<file path="config.mk">
export PLATFORM = sky130hd
export DESIGN_NAME = core_insn_receiver_flat
export DESIGN_NICKNAME = d
export VERILOG_FILES = /design/src/rtl/core_insn_receiver_if.sv /design/src/rtl/core_insn_receiver.sv /design/src/flat_wrapper.sv
export SDC_FILE = /design/constraint.sdc
export NUM_CORES = 1
export LEC_CHECK = 0
export CAP_MARGIN = 40
export CORE_ASPECT_RATIO = 1.25
export CORE_MARGIN = 2
export CORE_UTILIZATION = 45
export CTS_CLUSTER_DIAMETER = 120
export DETAILED_ROUTE_END_ITERATION = 8
export PLACE_DENSITY = 0.68
export SYNTH_ARGS = -nofsm -noshare
export SYNTH_HDL_FRONTEND = slang
export SYNTH_SLANG_ARGS = --single-unit
</file>
<file path="constraint.sdc">
create_clock -name clk -period 6.19 [get_ports clk]
set_input_delay 0.9285 -clock clk [delete_from_list [all_inputs] [get_ports clk]]
set_output_delay 0.9285 -clock clk [all_outputs]
set_load 0.1 [all_outputs]
</file>
<file path="src/rtl/core_insn_receiver_if.sv">
// Fetch-side handshake between the instruction receiver and the core pipeline.
// The receiver drives the master side; the pipeline answers with fetch_ready.
interface core_insn_receiver_if #(
    parameter int INSN_WIDTH = 16,
    parameter int PC_WIDTH   = 4
);
    logic                  fetch_valid;
    logic [INSN_WIDTH-1:0] fetch_insn;
    logic [PC_WIDTH-1:0]   fetch_pc;
    logic                  fetch_ready;

    modport master (
        output fetch_valid,
        output fetch_insn,
        output fetch_pc,
        input  fetch_ready
    );

    modport slave (
        input  fetch_valid,
        input  fetch_insn,
        input  fetch_pc,
        output fetch_ready
    );
endinterface

</file>
<file path="src/rtl/core_insn_receiver.sv">
// Per-core instruction receiver: collects a frame of bus beats from the scheduler,
// writes the optional R0 init value, then streams the frame to the pipeline.
module core_insn_receiver #(
    parameter int         CORE_ID        = 0,
    parameter int         INSN_LOAD_TIME = 4,
    parameter int         INSN_BUS_WIDTH = 64,
    parameter int         INSN_WIDTH     = 16,
    parameter int         REG_WIDTH      = 8,
    parameter logic [3:0] HALT_OPC       = 4'hF,
    localparam int        N              = INSN_LOAD_TIME * INSN_BUS_WIDTH / INSN_WIDTH,
    localparam int        IPB            = INSN_BUS_WIDTH / INSN_WIDTH,
    localparam int        PC_W           = $clog2(N),
    localparam int        LC_W           = $clog2(INSN_LOAD_TIME)
) (
    input  logic                      clk,
    input  logic                      reset,
    input  logic                      start,
    input  logic [LC_W-1:0]           insn_load_counter,
    input  logic [INSN_BUS_WIDTH-1:0] insn_data,
    input  logic                      init_r0_en,
    input  logic [REG_WIDTH-1:0]      init_r0,
    output logic                      ready,
    core_insn_receiver_if.master      fetch,
    input  logic                      pipe_idle,
    output logic                      r0_we,
    output logic [REG_WIDTH-1:0]      r0_data
);

    typedef enum logic [1:0] {
        IDLE,
        INIT,
        EXEC,
        DRAIN
    } state_t;

    // CORE_ID only labels the instance; the ports are already this core's slices.
    if (CORE_ID < 0) begin : g_invalid_core_id
    end

    state_t                state_q, state_d;
    logic [PC_W-1:0]       pc_q, pc_d;
    logic                  init_en_q, init_en_d;
    logic [REG_WIDTH-1:0]  init_r0_q, init_r0_d;
    logic [INSN_WIDTH-1:0] slot_q [N];
    logic [INSN_WIDTH-1:0] slot_d [N];

    logic [INSN_WIDTH-1:0] cur_insn;
    logic                  cur_is_halt;
    logic                  load_done;

    assign cur_insn    = slot_q[pc_q];
    assign cur_is_halt = (cur_insn[INSN_WIDTH-1 -: 4] == HALT_OPC);
    assign load_done   = start && (insn_load_counter == LC_W'(INSN_LOAD_TIME - 1));

    always_comb begin
        state_d           = state_q;
        pc_d              = pc_q;
        init_en_d         = init_en_q;
        init_r0_d         = init_r0_q;
        slot_d            = slot_q;
        ready             = 1'b0;
        r0_we             = 1'b0;
        fetch.fetch_valid = 1'b0;

        unique case (state_q)
            IDLE: begin
                ready = 1'b1;
                // Beats may arrive in any order; only the last beat index closes the frame.
                if (start) begin
                    for (int k = 0; k < INSN_LOAD_TIME; k++) begin
                        if (insn_load_counter == LC_W'(k)) begin
                            for (int j = 0; j < IPB; j++) begin
                                slot_d[k*IPB + j] = insn_data[j*INSN_WIDTH +: INSN_WIDTH];
                            end
                        end
                    end
                end
                if (load_done) begin
                    state_d   = INIT;
                    init_en_d = init_r0_en;
                    init_r0_d = init_r0;
                    pc_d      = '0;
                end
            end
            INIT: begin
                r0_we   = init_en_q;
                state_d = EXEC;
            end
            EXEC: begin
                // A HALT word is never offered to the pipeline; it just ends the frame.
                if (cur_is_halt) begin
                    state_d = DRAIN;
                end else begin
                    fetch.fetch_valid = 1'b1;
                    if (fetch.fetch_ready) begin
                        if (pc_q == PC_W'(N - 1)) begin
                            state_d = DRAIN;
                        end else begin
                            pc_d = pc_q + PC_W'(1);
                        end
                    end
                end
            end
            DRAIN: begin
                if (pipe_idle) begin
                    state_d = IDLE;
                    pc_d    = '0;
                end
            end
            default: state_d = IDLE;
        endcase
    end

    assign fetch.fetch_insn = cur_insn;
    assign fetch.fetch_pc   = pc_q;
    assign r0_data          = init_r0_q;

    always_ff @(posedge clk) begin
        if (reset) begin
            state_q   <= IDLE;
            pc_q      <= '0;
            init_en_q <= 1'b0;
            init_r0_q <= '0;
        end else begin
            state_q   <= state_d;
            pc_q      <= pc_d;
            init_en_q <= init_en_d;
            init_r0_q <= init_r0_d;
        end
    end

    // The frame buffer keeps its contents across reset so stale slots stay usable.
    always_ff @(posedge clk) begin
        slot_q <= slot_d;
    end

endmodule

</file>
<file path="src/flat_wrapper.sv">
// flat-port wrapper written by rule: the top's interface ports become plain ports
module core_insn_receiver_flat 
#(
    parameter int         CORE_ID        = 0,
    parameter int         INSN_LOAD_TIME = 4,
    parameter int         INSN_BUS_WIDTH = 64,
    parameter int         INSN_WIDTH     = 16,
    parameter int         REG_WIDTH      = 8,
    parameter logic [3:0] HALT_OPC       = 4'hF,
    localparam int        N              = INSN_LOAD_TIME * INSN_BUS_WIDTH / INSN_WIDTH,
    localparam int        IPB            = INSN_BUS_WIDTH / INSN_WIDTH,
    localparam int        PC_W           = $clog2(N),
    localparam int        LC_W           = $clog2(INSN_LOAD_TIME)
)
  (clk, reset, start, insn_load_counter, insn_data, init_r0_en, init_r0, ready, pipe_idle, r0_we, r0_data, fetch_fetch_valid, fetch_fetch_insn, fetch_fetch_pc, fetch_fetch_ready);
  core_insn_receiver_if #(.INSN_WIDTH(INSN_WIDTH), .PC_WIDTH(4)) fetch_i ();
  input  logic clk;
  input  logic reset;
  input  logic start;
  input  logic [LC_W-1:0] insn_load_counter;
  input  logic [INSN_BUS_WIDTH-1:0] insn_data;
  input  logic init_r0_en;
  input  logic [REG_WIDTH-1:0] init_r0;
  output logic ready;
  input  logic pipe_idle;
  output logic r0_we;
  output logic [REG_WIDTH-1:0] r0_data;
  output wire logic [$bits(fetch_i.fetch_valid)-1:0] fetch_fetch_valid;
  output wire logic [$bits(fetch_i.fetch_insn)-1:0] fetch_fetch_insn;
  output wire logic [$bits(fetch_i.fetch_pc)-1:0] fetch_fetch_pc;
  input wire logic [$bits(fetch_i.fetch_ready)-1:0] fetch_fetch_ready;
  assign fetch_fetch_valid = fetch_i.fetch_valid;
  assign fetch_fetch_insn = fetch_i.fetch_insn;
  assign fetch_fetch_pc = fetch_i.fetch_pc;
  assign fetch_i.fetch_ready = fetch_fetch_ready;
  core_insn_receiver #(.CORE_ID(CORE_ID), .INSN_LOAD_TIME(INSN_LOAD_TIME), .INSN_BUS_WIDTH(INSN_BUS_WIDTH), .INSN_WIDTH(INSN_WIDTH), .REG_WIDTH(REG_WIDTH), .HALT_OPC(HALT_OPC)) u_core (.clk(clk), .reset(reset), .start(start), .insn_load_counter(insn_load_counter), .insn_data(insn_data), .init_r0_en(init_r0_en), .init_r0(init_r0), .ready(ready), .fetch(fetch_i), .pipe_idle(pipe_idle), .r0_we(r0_we), .r0_data(r0_data));
endmodule
</file>
==> impl_metrics.py <==
metrics = {
    "status": {
        "run_status": "finished clean",
    },
    "worst_setup_path": {
        "cp-end-kind": "output port",
        "criticalPathCategory": "flip-flop to output port",
        "crit_required_ns": 5.26,
        "worstRegToRegCells": 7,
        "arrival_ns": 3.45,
        "r2r_slack_ns": 3.59,
        "max_stage_delay_ns": 0.58,
        "crit_path_max_fanout": 30,
        "cp.buffers_inverters": 3,
        "slowest_stage": "mux4_1",
        "rr_endpoint": "u_core.fetch.fetch_pc[2]",
        "startpoint_type": "flip-flop",
        "path_delay_family": "buffers and inverters",
        "path_cells": "buf_16 > mux4_1 > a22oi_1 > nand3_2 > a41oi_2 > clkdlybuf4s50_1 > buf_8",
        "r2r-start": "u_core.fetch.fetch_pc[0]",
    },
    "timing": {
        "drv_slew": 0,
        "whs_ns": 0.465,
        "grt_setup_unrepaired": "no",
        "fmax_ghz": 0.228,
        "hold_viol": 0,
        "period_needed_ns": 4.38,
        "relSlewSlack_pct": 38.7,
        "finalCritPeriodShare_pct": 70.8,
        "finalSetupViolCount": 0,
        "final.setup.tns_ns": 0,
        "finClkSkew_ns": 0.0107,
        "tightest_slew_ns": 0.919,
    },
    "cts": {
        "cts_tree": "built",
        "hold_buffers": 0,
        "post_cts_buffers": 0,
        "clk_latency_ns": 0.52,
        "htree_levels": 1,
        "clk_path_buf_depth": 3,
        "ctsResizeCount": 0,
        "clkTransAtPathRegs_ns": 0.07,
        "cts_root_buf": "clkbuf_16",
        "clock_sinks": 271,
        "numCtsBuffers": 25,
    },
    "floorplan": {
        "io_pins": 111,
        "initial_core_util_pct": 45.6,
        "dieArea_um2": 24300,
        "die_x_um": 140,
        "die_y_um": 174,
        "fp.coreArea_um2": 22800,
        "rows": 62,
    },
    "final_layout": {
        "antennaDiodeCount": 0,
        "final_layout_size_suffix_gt1_share_pct": 25.6,
        "syn_to_final_growth_pct": 27.2,
        "multi_input_comb_area_um2": 2300,
        "ff_latch_area_um2": 8000,
        "fillers": 1655,
        "nNetsFinal": 711,
        "final_cell_mix": "edfxtp_1 (256), clkdlybuf4s50_1 (110), mux4_2 (75)",
        "final_common_cell": "edfxtp_1",
    },
    "synth": {
        "synth_top_area_cell": "edfxtp_1",
        "synth_enable_flop_cells": 256,
        "ys_ff_latch": 271,
        "synthCells": 465,
        "synth_area_per_cell_um2": 22.3,
        "ys.flop_type": "edfxtp_1",
        "synth_nets": 551,
        "synth_area_leaders": "edfxtp_1 (74%), mux4_2 (16%), dfxtp_1 (2.9%)",
        "async_flop_share_pct": 0,
        "yosysWarnings": 0,
        "synth_cell_type_count": 33,
        "ys_seq_area_share_pct": 76.9,
        "netlist_area_um2": 10400,
        "synth_top_area_share_pct": 74.0,
    },
    "hold_path": {
        "worstHoldEndpoint": "u_core.r0_data[6]",
        "min_path_type": "flip-flop to flip-flop",
        "hp-start": "u_core.r0_data[6]",
        "whs_path_depth": 2,
    },
    "placement": {
        "gp_congestion": 0.782,
        "hpwl_mm": 12.8,
        "port_buffers": 110,
    },
    "routing": {
        "wl_mm": 19.8,
        "post_drt_wl_per_cell_um": 21.4,
        "num_vias": 5053,
        "viasPerCell": 5.45,
        "drc_errors": 0,
        "first_iter_violations": 320,
        "drt_pass1_iterations": 5,
        "drtAntennaViolNets": 0,
    },
    "global_routing": {
        "grt-ovfl-total": 0,
        "antenna_found_initial": 0,
        "first_global_vias": 5671,
        "grt_pass1_wl_mm": 31.3,
        "grt_max_degree": 65,
        "grt.total_usage_pct": 16.6,
    },
    "job": {
        "drv_cap": 0,
    },
    "power": {
        "p_leak_uw": 0.00416,
        "power_density_nw_per_um2": 318,
        "irDropWorstVdd_v": 0.000348,
    },
}
-- worst reg2reg max path: stages (launching register included) --
cell	delay, ns
dfxtp_4	0.57
buf_16	0.29
mux4_1	0.59
a22oi_1	0.22
nand3_2	0.15
a41oi_2	0.37
nand3b_1	0.17
a31oi_1	0.09
-- metal layers --
metal  GRT usage [%]  share of wire, %  up-vias
met2            28.7                51      147
met3            2.78               5.5       33
li1                -                 -     2276
met1            21.9                41     2597
met4            5.08               2.4        0
met5               0                 0        -
-- worst max-delay path by stage --
stage,from,end,slack (ns),depth (start not counted)
after floorplan,u_core.state_q[0],u_core.slot_q[192],-0.19,4
after global placement,u_core.fetch.fetch_pc[0],fetch_fetch_insn[1],1.70,4
after detailed placement,u_core.fetch.fetch_pc[0],fetch_fetch_valid,2.33,7
after CTS,u_core.fetch.fetch_pc[0],fetch_fetch_valid,1.76,7
after global routing,u_core.fetch.fetch_pc[0],fetch_fetch_valid,1.64,7
final,u_core.fetch.fetch_pc[0],fetch_fetch_valid,1.81,7
-- through the flow --
stage	power [uW]	cells	area (um^2)	worst slack [ns]	util [%]
global placement	2740	850	11800	1.70	51.9
floorplan	2590	465	10400	-0.194	-
CTS	4240	928	13200	1.76	58.0
global route	4360	928	13200	1.64	58.0
finish	4200	928	13200	1.81	58.0
detailed placement	2850	886	12500	2.33	54.7
-- state kept, by name, summed over array words and instances, names as in the netlist --
| register | count |
|---|---|
| u_core.state_q | 2 |
| u_core.init_en_q | 1 |
| u_core.fetch.fetch_pc | 4 |
| u_core.r0_data | 8 |
| u_core.slot_q | 256 |
-- layout make-up --
| cell class | count | share of cell area, % |
|---|---|---|
| clock inverters | 12 | 0.691 |
| inverters | 8 | 0.237 |
| repair buffers | 152 | 13.5 |
| flip-flops and latches | 271 | 60.5 |
| well taps | 288 | 2.73 |
| clock buffers | 30 | 4.88 |
| multi-input cells | 167 | 17.4 |
-- cell families (layout without fill, tap and decap cells) --
logic type	after synthesis	count (layout)	synth area share, %
compound gates	23	23	1.66
fa+ha+maj	6	6	0.722
flops	271	271	76.9
buf+inv	27	202	1.13
simple gates	61	61	3.02
mux	77	77	16.6
-- synthesized netlist by cell type, drive strengths merged (2+ instances only) --
master  instances
nand2          26
mux4           76
a22oi           4
a41oi           2
buf            11
inv             7
nand3          15
edfxtp        256
nor3            3
nand4           4
a31oi           2
clkbuf          8
nor2            2
ha              6
nand3b          4
dfxtp          15
nor2b           3
a21oi          11
-- where the power goes --
| group | internal (uW) | switching [uW] | leakage [uW] |
|---|---|---|---|
| combinational | 235 | 354 | 0.00135 |
| sequential | 2170 | 39.3 | 0.00246 |
| clock | 781 | 620 | 0.000351 |
Power figures use the tool's default switching activity.
